===== config.mk =====
export PLATFORM = sky130hd
export DESIGN_NAME = axis_stream_fifo
export DESIGN_NICKNAME = d
export VERILOG_FILES = /design/src/rtl/axis_stream_fifo.sv
export SDC_FILE = /design/constraint.sdc
export NUM_CORES = 1
export LEC_CHECK = 0
export BUFFER_PORTS_ARGS = -buffer_cell sky130_fd_sc_hd__buf_4
export CORE_MARGIN = 1
export CORE_UTILIZATION = 25
export CTS_CLUSTER_DIAMETER = 100
export DETAILED_ROUTE_END_ITERATION = 6
export SLEW_MARGIN = 10
export SYNTH_ARGS = -nofsm -noshare
export SYNTH_HDL_FRONTEND = slang
export SYNTH_SLANG_ARGS = --single-unit

===== constraint.sdc =====
create_clock -name clk -period 3 [get_ports clk]
set_clock_uncertainty 0.1 [all_clocks]
set_input_delay 0.45 -clock clk [delete_from_list [all_inputs] [get_ports clk]]
set_output_delay 0.45 -clock clk [all_outputs]
set_load 0.02 [all_outputs]

===== src/rtl/axis_stream_fifo.sv =====
// axis_stream_fifo: synchronous AXI-Stream FIFO with multi-word beats, per-word keep, last and
// optional store-and-forward (packet) mode. Absorbs ready/valid back-pressure between an AXIS
// master and slave and exports its occupancy.
//
// Ports
//   clk, rstn          clock (posedge) and synchronous active-low reset
//   s_valid/s_ready    slave-side handshake; s_ready is registered (count < DEPTH)
//   s_data/s_keep      slave-side beat payload and per-word valid lanes
//   s_last             slave-side end of packet
//   m_valid/m_ready    master-side handshake
//   m_data/m_keep      master-side beat payload (all zero while m_valid is low)
//   m_last             master-side end of packet (zero while m_valid is low)
//   count              beats currently stored, 0..DEPTH
module axis_stream_fifo #(
    parameter int unsigned WORD_W      = 8,
    parameter int unsigned BUS_W       = 8,
    parameter int unsigned DEPTH       = 16,
    parameter int unsigned PACKET_MODE = 0,
    localparam int unsigned WORDS_PER_BEAT = BUS_W / WORD_W,
    localparam int unsigned ADDR_W         = $clog2(DEPTH)
) (
    input  logic                                   clk,
    input  logic                                   rstn,
    input  logic                                   s_valid,
    output logic                                   s_ready,
    input  logic [WORDS_PER_BEAT-1:0][WORD_W-1:0]  s_data,
    input  logic [WORDS_PER_BEAT-1:0]              s_keep,
    input  logic                                   s_last,
    output logic                                   m_valid,
    input  logic                                   m_ready,
    output logic [WORDS_PER_BEAT-1:0][WORD_W-1:0]  m_data,
    output logic [WORDS_PER_BEAT-1:0]              m_keep,
    output logic                                   m_last,
    output logic [ADDR_W:0]                        count
);

    localparam logic [ADDR_W:0] FULL_CNT = (ADDR_W + 1)'(DEPTH);

    // Storage, deliberately not reset.
    logic [WORDS_PER_BEAT-1:0][WORD_W-1:0] mem_data [DEPTH];
    logic [WORDS_PER_BEAT-1:0]             mem_keep [DEPTH];
    logic                                  mem_last [DEPTH];

    logic [ADDR_W-1:0] wr_ptr_q, wr_ptr_d;
    logic [ADDR_W-1:0] rd_ptr_q, rd_ptr_d;
    logic [ADDR_W:0]   count_q, count_d;
    logic [ADDR_W:0]   pkt_cnt_q, pkt_cnt_d;
    logic              stream_q, stream_d;
    logic              s_ready_q, s_ready_d;

    logic push;
    logic pop;
    logic rd_last;
    logic valid_int;

    assign rd_last = mem_last[rd_ptr_q];

    // Output valid. In packet mode a beat is only offered once a complete frame is stored, or
    // when the FIFO is full with no complete frame (an over-long frame), in which case the
    // frame streams out until its last beat leaves.
    always_comb begin
        valid_int = 1'b0;
        if (PACKET_MODE == 0) begin
            valid_int = (count_q != '0);
        end else begin
            valid_int = (count_q != '0) &&
                        ((pkt_cnt_q != '0) || (count_q == FULL_CNT) || stream_q);
        end
    end

    assign push = s_valid && s_ready_q;
    assign pop  = valid_int && m_ready;

    always_comb begin
        wr_ptr_d  = wr_ptr_q;
        rd_ptr_d  = rd_ptr_q;
        count_d   = count_q;
        pkt_cnt_d = pkt_cnt_q;
        stream_d  = stream_q;

        if (push) begin
            wr_ptr_d = wr_ptr_q + 1'b1;
        end
        if (pop) begin
            rd_ptr_d = rd_ptr_q + 1'b1;
        end

        if (push && !pop) begin
            count_d = count_q + 1'b1;
        end else if (pop && !push) begin
            count_d = count_q - 1'b1;
        end

        if ((push && s_last) && !(pop && rd_last)) begin
            pkt_cnt_d = pkt_cnt_q + 1'b1;
        end else if ((pop && rd_last) && !(push && s_last)) begin
            pkt_cnt_d = pkt_cnt_q - 1'b1;
        end

        // Streaming ends when the over-long frame's last beat leaves.
        if (pop && rd_last) begin
            stream_d = 1'b0;
        end else if ((PACKET_MODE != 0) && (count_q == FULL_CNT) && (pkt_cnt_q == '0)) begin
            stream_d = 1'b1;
        end

        // Based on next occupancy, so a pop at full re-opens s_ready one cycle later.
        s_ready_d = (count_d < FULL_CNT);
    end

    always_ff @(posedge clk) begin
        if (!rstn) begin
            wr_ptr_q  <= '0;
            rd_ptr_q  <= '0;
            count_q   <= '0;
            pkt_cnt_q <= '0;
            stream_q  <= 1'b0;
            s_ready_q <= 1'b0;
        end else begin
            wr_ptr_q  <= wr_ptr_d;
            rd_ptr_q  <= rd_ptr_d;
            count_q   <= count_d;
            pkt_cnt_q <= pkt_cnt_d;
            stream_q  <= stream_d;
            s_ready_q <= s_ready_d;
        end
    end

    always_ff @(posedge clk) begin
        if (rstn && push) begin
            mem_data[wr_ptr_q] <= s_data;
            mem_keep[wr_ptr_q] <= s_keep;
            mem_last[wr_ptr_q] <= s_last;
        end
    end

    always_comb begin
        m_data = '0;
        m_keep = '0;
        m_last = 1'b0;
        if (valid_int) begin
            m_data = mem_data[rd_ptr_q];
            m_keep = mem_keep[rd_ptr_q];
            m_last = rd_last;
        end
    end

    assign m_valid = valid_int;
    assign s_ready = s_ready_q;
    assign count   = count_q;

endmodule


; After elaboration in Yosys (flattened, before gate mapping)
; Memory sizes are Yosys's and may differ from the RTL's. A register that Yosys moved wholly into a read port is not among the register bits.
; Cells that the tools add are included.
[op_classes]
addsub = 4
n_lt_le_gt_ge = 1
mux = 13
n_reduce_logical = 8
[op_table]
columns = op, n
row1 = 2-to-1 mux 4 bit, 6
row2 = 2-to-1 mux 5 bit, 2
row3 = adder 4 x 1 -> 4 bit (second input constant), 2
row4 = 2-to-1 mux 8 bit, 1
row5 = adder 5 x 1 -> 5 bit (second input constant), 1
row6 = logical AND 1 bit, 5
row7 = < comparator 5 bit (second input constant), 1
row8 = nonzero test 5 bit, 1
row9 = subtractor 5 x 1 -> 5 bit (second input constant), 1
row10 = 2-to-1 mux 1 bit, 4
row11 = logical NOT 1 bit, 2
[word_totals]
reg_bits = 14
ramBits = 160
in_bits = 14
out_inout_bits = 17
wordCells = 33
memories = 3
[mem_list]
columns = name, depth, width, read_ports, rd_clocked_by_memory_dff, wr, line
row1 = mem_data, 16, 8, 1, 1, 1, 40  ; logic [WORDS_PER_BEAT-1:0][WORD_W-1:0] mem_data [DEPTH];
row2 = mem_keep, 16, 1, 1, 1, 1, 41  ; logic [WORDS_PER_BEAT-1:0] mem_keep [DEPTH];
row3 = mem_last, 16, 1, 1, 1, 1, 42  ; logic mem_last [DEPTH];

; Longest topological paths before layout
[depth]
depth_word = 6
mapped_depth = 7

; Worst setup path before layout
; Ideal clock, no wire load.
[synth_timing]
path_kind = flip-flop to output port
start = reg count_q[0], in the netlist count[0]
end = out m_data[0] (netlist name)
arrival_ns = 1.995
setup_slack_ns = 0.455
path_stages_with_launch = 8
path_buffers = 2
path_cell_list = dfxtp_1 > inv_1 > ha_1 > or4b_1 > buf_2 > clkbuf_1 > o21ai_1 > a21oi_1
[synth_lines]
columns = element, line
row1 = from (decl), 46  ; logic [ADDR_W:0] count_q, count_d;
row2 = from (signal assigned), 122  ; count_q <= count_d;
row3 = to (decl), 31  ; output logic [WORDS_PER_BEAT-1:0][WORD_W-1:0] m_data,

==> impl_metrics.yaml <==
worst_setup_path:
  reg2reg_setup_slack_ns: 0.77
  required_ns: 2.45
  worst_r2r_path_depth: 7
  worstSetupPathType: "reg -> out"
  worst_r2r_startpoint: "count[0]"
  timing.critical_path.from_type: "flop"
  crit_chain: "buf_12, mux4_1, mux2_2, o21ai_1, a21oi_1, buf_4"
  timing.critical_path.fanout_max: 19
  worstSetupEndpointType: "output port"
  crit_arrival_ns: 2.34
  critical_path.slowest_cell: "mux4_1"
  worst_r2r_endpoint: "count[2]"
  timing.critical_path.slowest_cell_delay_ns: 0.55
synth:
  synth_area_um2: 7170
  async_set_or_reset_flop_fraction_in_the_synthesized_netlist_pct: 0
  synth_seq_cells: 178
  synth_fp_nets: 393
  synth.yosys.warnings: 0
  synth_cell_types: 37
  synth_seq_area_share_pct: 72.0
  syn-mean-instance-area_um2: 19.3
  ys.flop_type: "edfxtp_1"
  synth_enable_flop_cells: 160
  syn-instance-count: 372
place:
  placedCellCount: 784
  globalplace.congestion: 0.710
  dpl.hpwl_um: 9370
  post-place-ws_ns: 0.468
  port_buffers: 30
  placed_area_um2: 7970
clock_tree:
  tritoncts.num_buffers: 17
  cts_max_level: 4
  post_cts_buffers: 0
  cts_max_path_buffers: 2
  insertion_delay_ns: 0.42
  path_clk_slew_ns: 0.08
  tritoncts: "built"
  cts-resized-gates: 0
  cts_hold_buffers: 0
  root_buffer: "clkbuf_16"
  cts.sink_count: 178
global_routing:
  grt_pass1_wl_um: 22400
  grt.overflow.total: 0
  groute.usage.overall_pct: 10.7
  first_global_vias: 3664
  grt_max_degree: 28
  grt_antenna_before_repair: 0
power:
  p_sw_w: 0.00175
  vdd.ir_drop.worst_mv: 0.432
  internal_power_w: 0.00442
  power_per_cell_area_nw_per_um2: 723
  switching_share_pct: 28.3
  p_clk_share_pct: 34.9
  cellLeakagePower_nw: 2.72
  combPwrFrac_pct: 19.3
  seqPwrFrac_pct: 45.8
timing:
  fin_tns_setup_ns: 0
  worst-slew-pin-transition_ns: 0.761
  rsz_0062_raised_after_global_routing: "no"
  hold_vio_cnt_final: 0
  min_period_ns: 2.89
  timing.final.ws_setup_ns: 0.110
  final-max-slew-violation-count: 0
  fmax_ghz: 0.346
  slew_headroom_pct: 49.2
  setup_viol_count_final: 0
  final.period_utilization_pct: 96.3
routing:
  drtPass1Iterations: 5
  met1Wirelength_um: 6860
  vias: 3593
  drt_drc_violations_left: 0
  detailed_routed_wire_length_on_met2_um: 7070
  top_layer_used: "met4"
  final_antenna_net_count: 0
  route.detailed.vias_per_inst: 4.40
  first_iter_violations: 219
  dr_wl_met3_um: 505
  finalWirelength_um: 14800
  wire_per_inst_um: 18.2
floorplanning:
  fp.dieH_um: 171
  area_inside_the_core_boundary_um2: 28000
  rows: 61
  initial_core_util_pct: 25.6
  die-area_um2: 29400
  die-width_um: 171
  io_pins: 31
layout:
  most_used_cells_in_the_layout_excluding_fill_and_tap_cells: "edfxtp_1 (160), buf_4 (51), mux4_2 (23)"
  areaGrowthSynthToFinish_pct: 19.1
  n_antenna_cell: 0
  instances_no_fill: 816
  most_common_cell_after_layout_fill_and_taps_aside: "edfxtp_1"
  finalInstanceArea_um2: 8540
  layout-drive-gt1-share_pct: 27.9
  fin_nets: 446
hold_path:
  min-delay-path-class: "in -> reg"
  timing.hold.worst_endpoint: "mem_data[5][0]"
  hold_path_origin: "s_data[0]"
  holdPathStages: 1
run_status:
  status: "completed"
flow_run:
  drv.max_cap_violation_count: 0
synth_stat cells, types with 2 or more instances:
cell type	number	area [um2]
buf_6	2	22.5
nand2b_1	3	18.8
mux4_2	22	495
inv_1	5	18.8
mux2_2	10	113
buf_8	2	30.0
buf_2	6	30.0
mux4_1	18	473
edfxtp_1	160	4800
ha_1	7	87.6
mux2i_1	12	120
and3_1	2	12.5
xnor2_1	8	70.1
a31oi_1	3	18.8
nand3_1	8	40.0
a21boi_1	2	15.0
nand2_1	8	30.0
a21oi_1	12	60.1
nor2_1	12	45.0
or4b_1	2	20.0
nor3_1	5	25.0
nand4_1	2	12.5
and2_1	12	75.1
dfxtp_1	18	360
o21ai_1	11	55.1
clkbuf_1	9	33.8
worst max path at each step:
stage	from	endpoint	slack (ns)	cells after the start
after floorplan	count[0]	m_data[0]	0.45	7
after global placement	flop	m_data[4]	0.49	6
after detailed placement	flop	m_data[4]	0.47	6
after CTS	flop	m_data[4]	0.01	6
after global routing	flop	m_data[4]	0.005	6
final	flop	m_data[4]	0.11	6
through the flow:
step | power [W] | util (%) | hold slack [ns]
final | 0.00617 | 30.5 | 0.214
after global routing | 0.00642 | 30.5 | 0.215
after CTS | 0.00622 | 30.5 | 0.200
after detailed placement | 0.00407 | 28.4 | 0.410
after global placement | 0.00404 | 28.4 | 0.380
after floorplan | 0.00363 | - | 0.369
state kept, by name, indices dropped and copies added (netlist names), named ones only:
signal and count:
mem_keep 16, rd_ptr_q 4, mem_data 128, count 4
wr_ptr_q 4, s_ready 1, mem_last 16
worst max-delay path, delay by kind of cell, from the launching register on:
kind | cells | cell delay, ns
multiplexers | 2 | 0.82
flip-flops | 1 | 0.45
AO/OA/AOI/OAI | 2 | 0.21
buffers and inverters | 2 | 0.43
metal layers:
metal / track usage, % / up-vias
met5: 0 / -
met2: 17.0 / 91
li1: - / 1617
met4: 5.05 / 0
met1: 14.2 / 1860
met3: 1.96 / 25
power by group through the flow:
| stage | Clock, W | Combinational (W) | Sequential (W) |
|---|---|---|---|
| 2_1_floorplan | 0 | 0.000773 | 0.00286 |
| 3_3_place_gp | 0 | 0.00117 | 0.00287 |
| 3_5_place_dp | 0 | 0.00119 | 0.00288 |
| 4_1_cts | 0.00219 | 0.00120 | 0.00283 |
| 5_1_grt | 0.00229 | 0.00130 | 0.00284 |
| 6_report | 0.00215 | 0.00119 | 0.00283 |
cell type report:
cell class              instances  area, um2
clock buffers                  17        425
clock inverters                15        143
fillers                      2731      19500
inverters                       5       18.8
multi-input cells             169       1870
flip-flops and latches        178       5170
well taps                     378        473
repair buffers                 54        443
cells by family after synthesis:
group | Yosys count | share of synthesized area, %
AO/OA/AOI/OAI | 33 | 2.65
XOR/XNOR | 8 | 0.977
adder cells (fa/ha/maj) | 7 | 1.22
buffers and inverters | 25 | 1.94
flip-flops | 178 | 72.0
multiplexers | 62 | 16.8
AND/OR/NAND/NOR | 59 | 4.42
(Power assumes the default switching activity.)
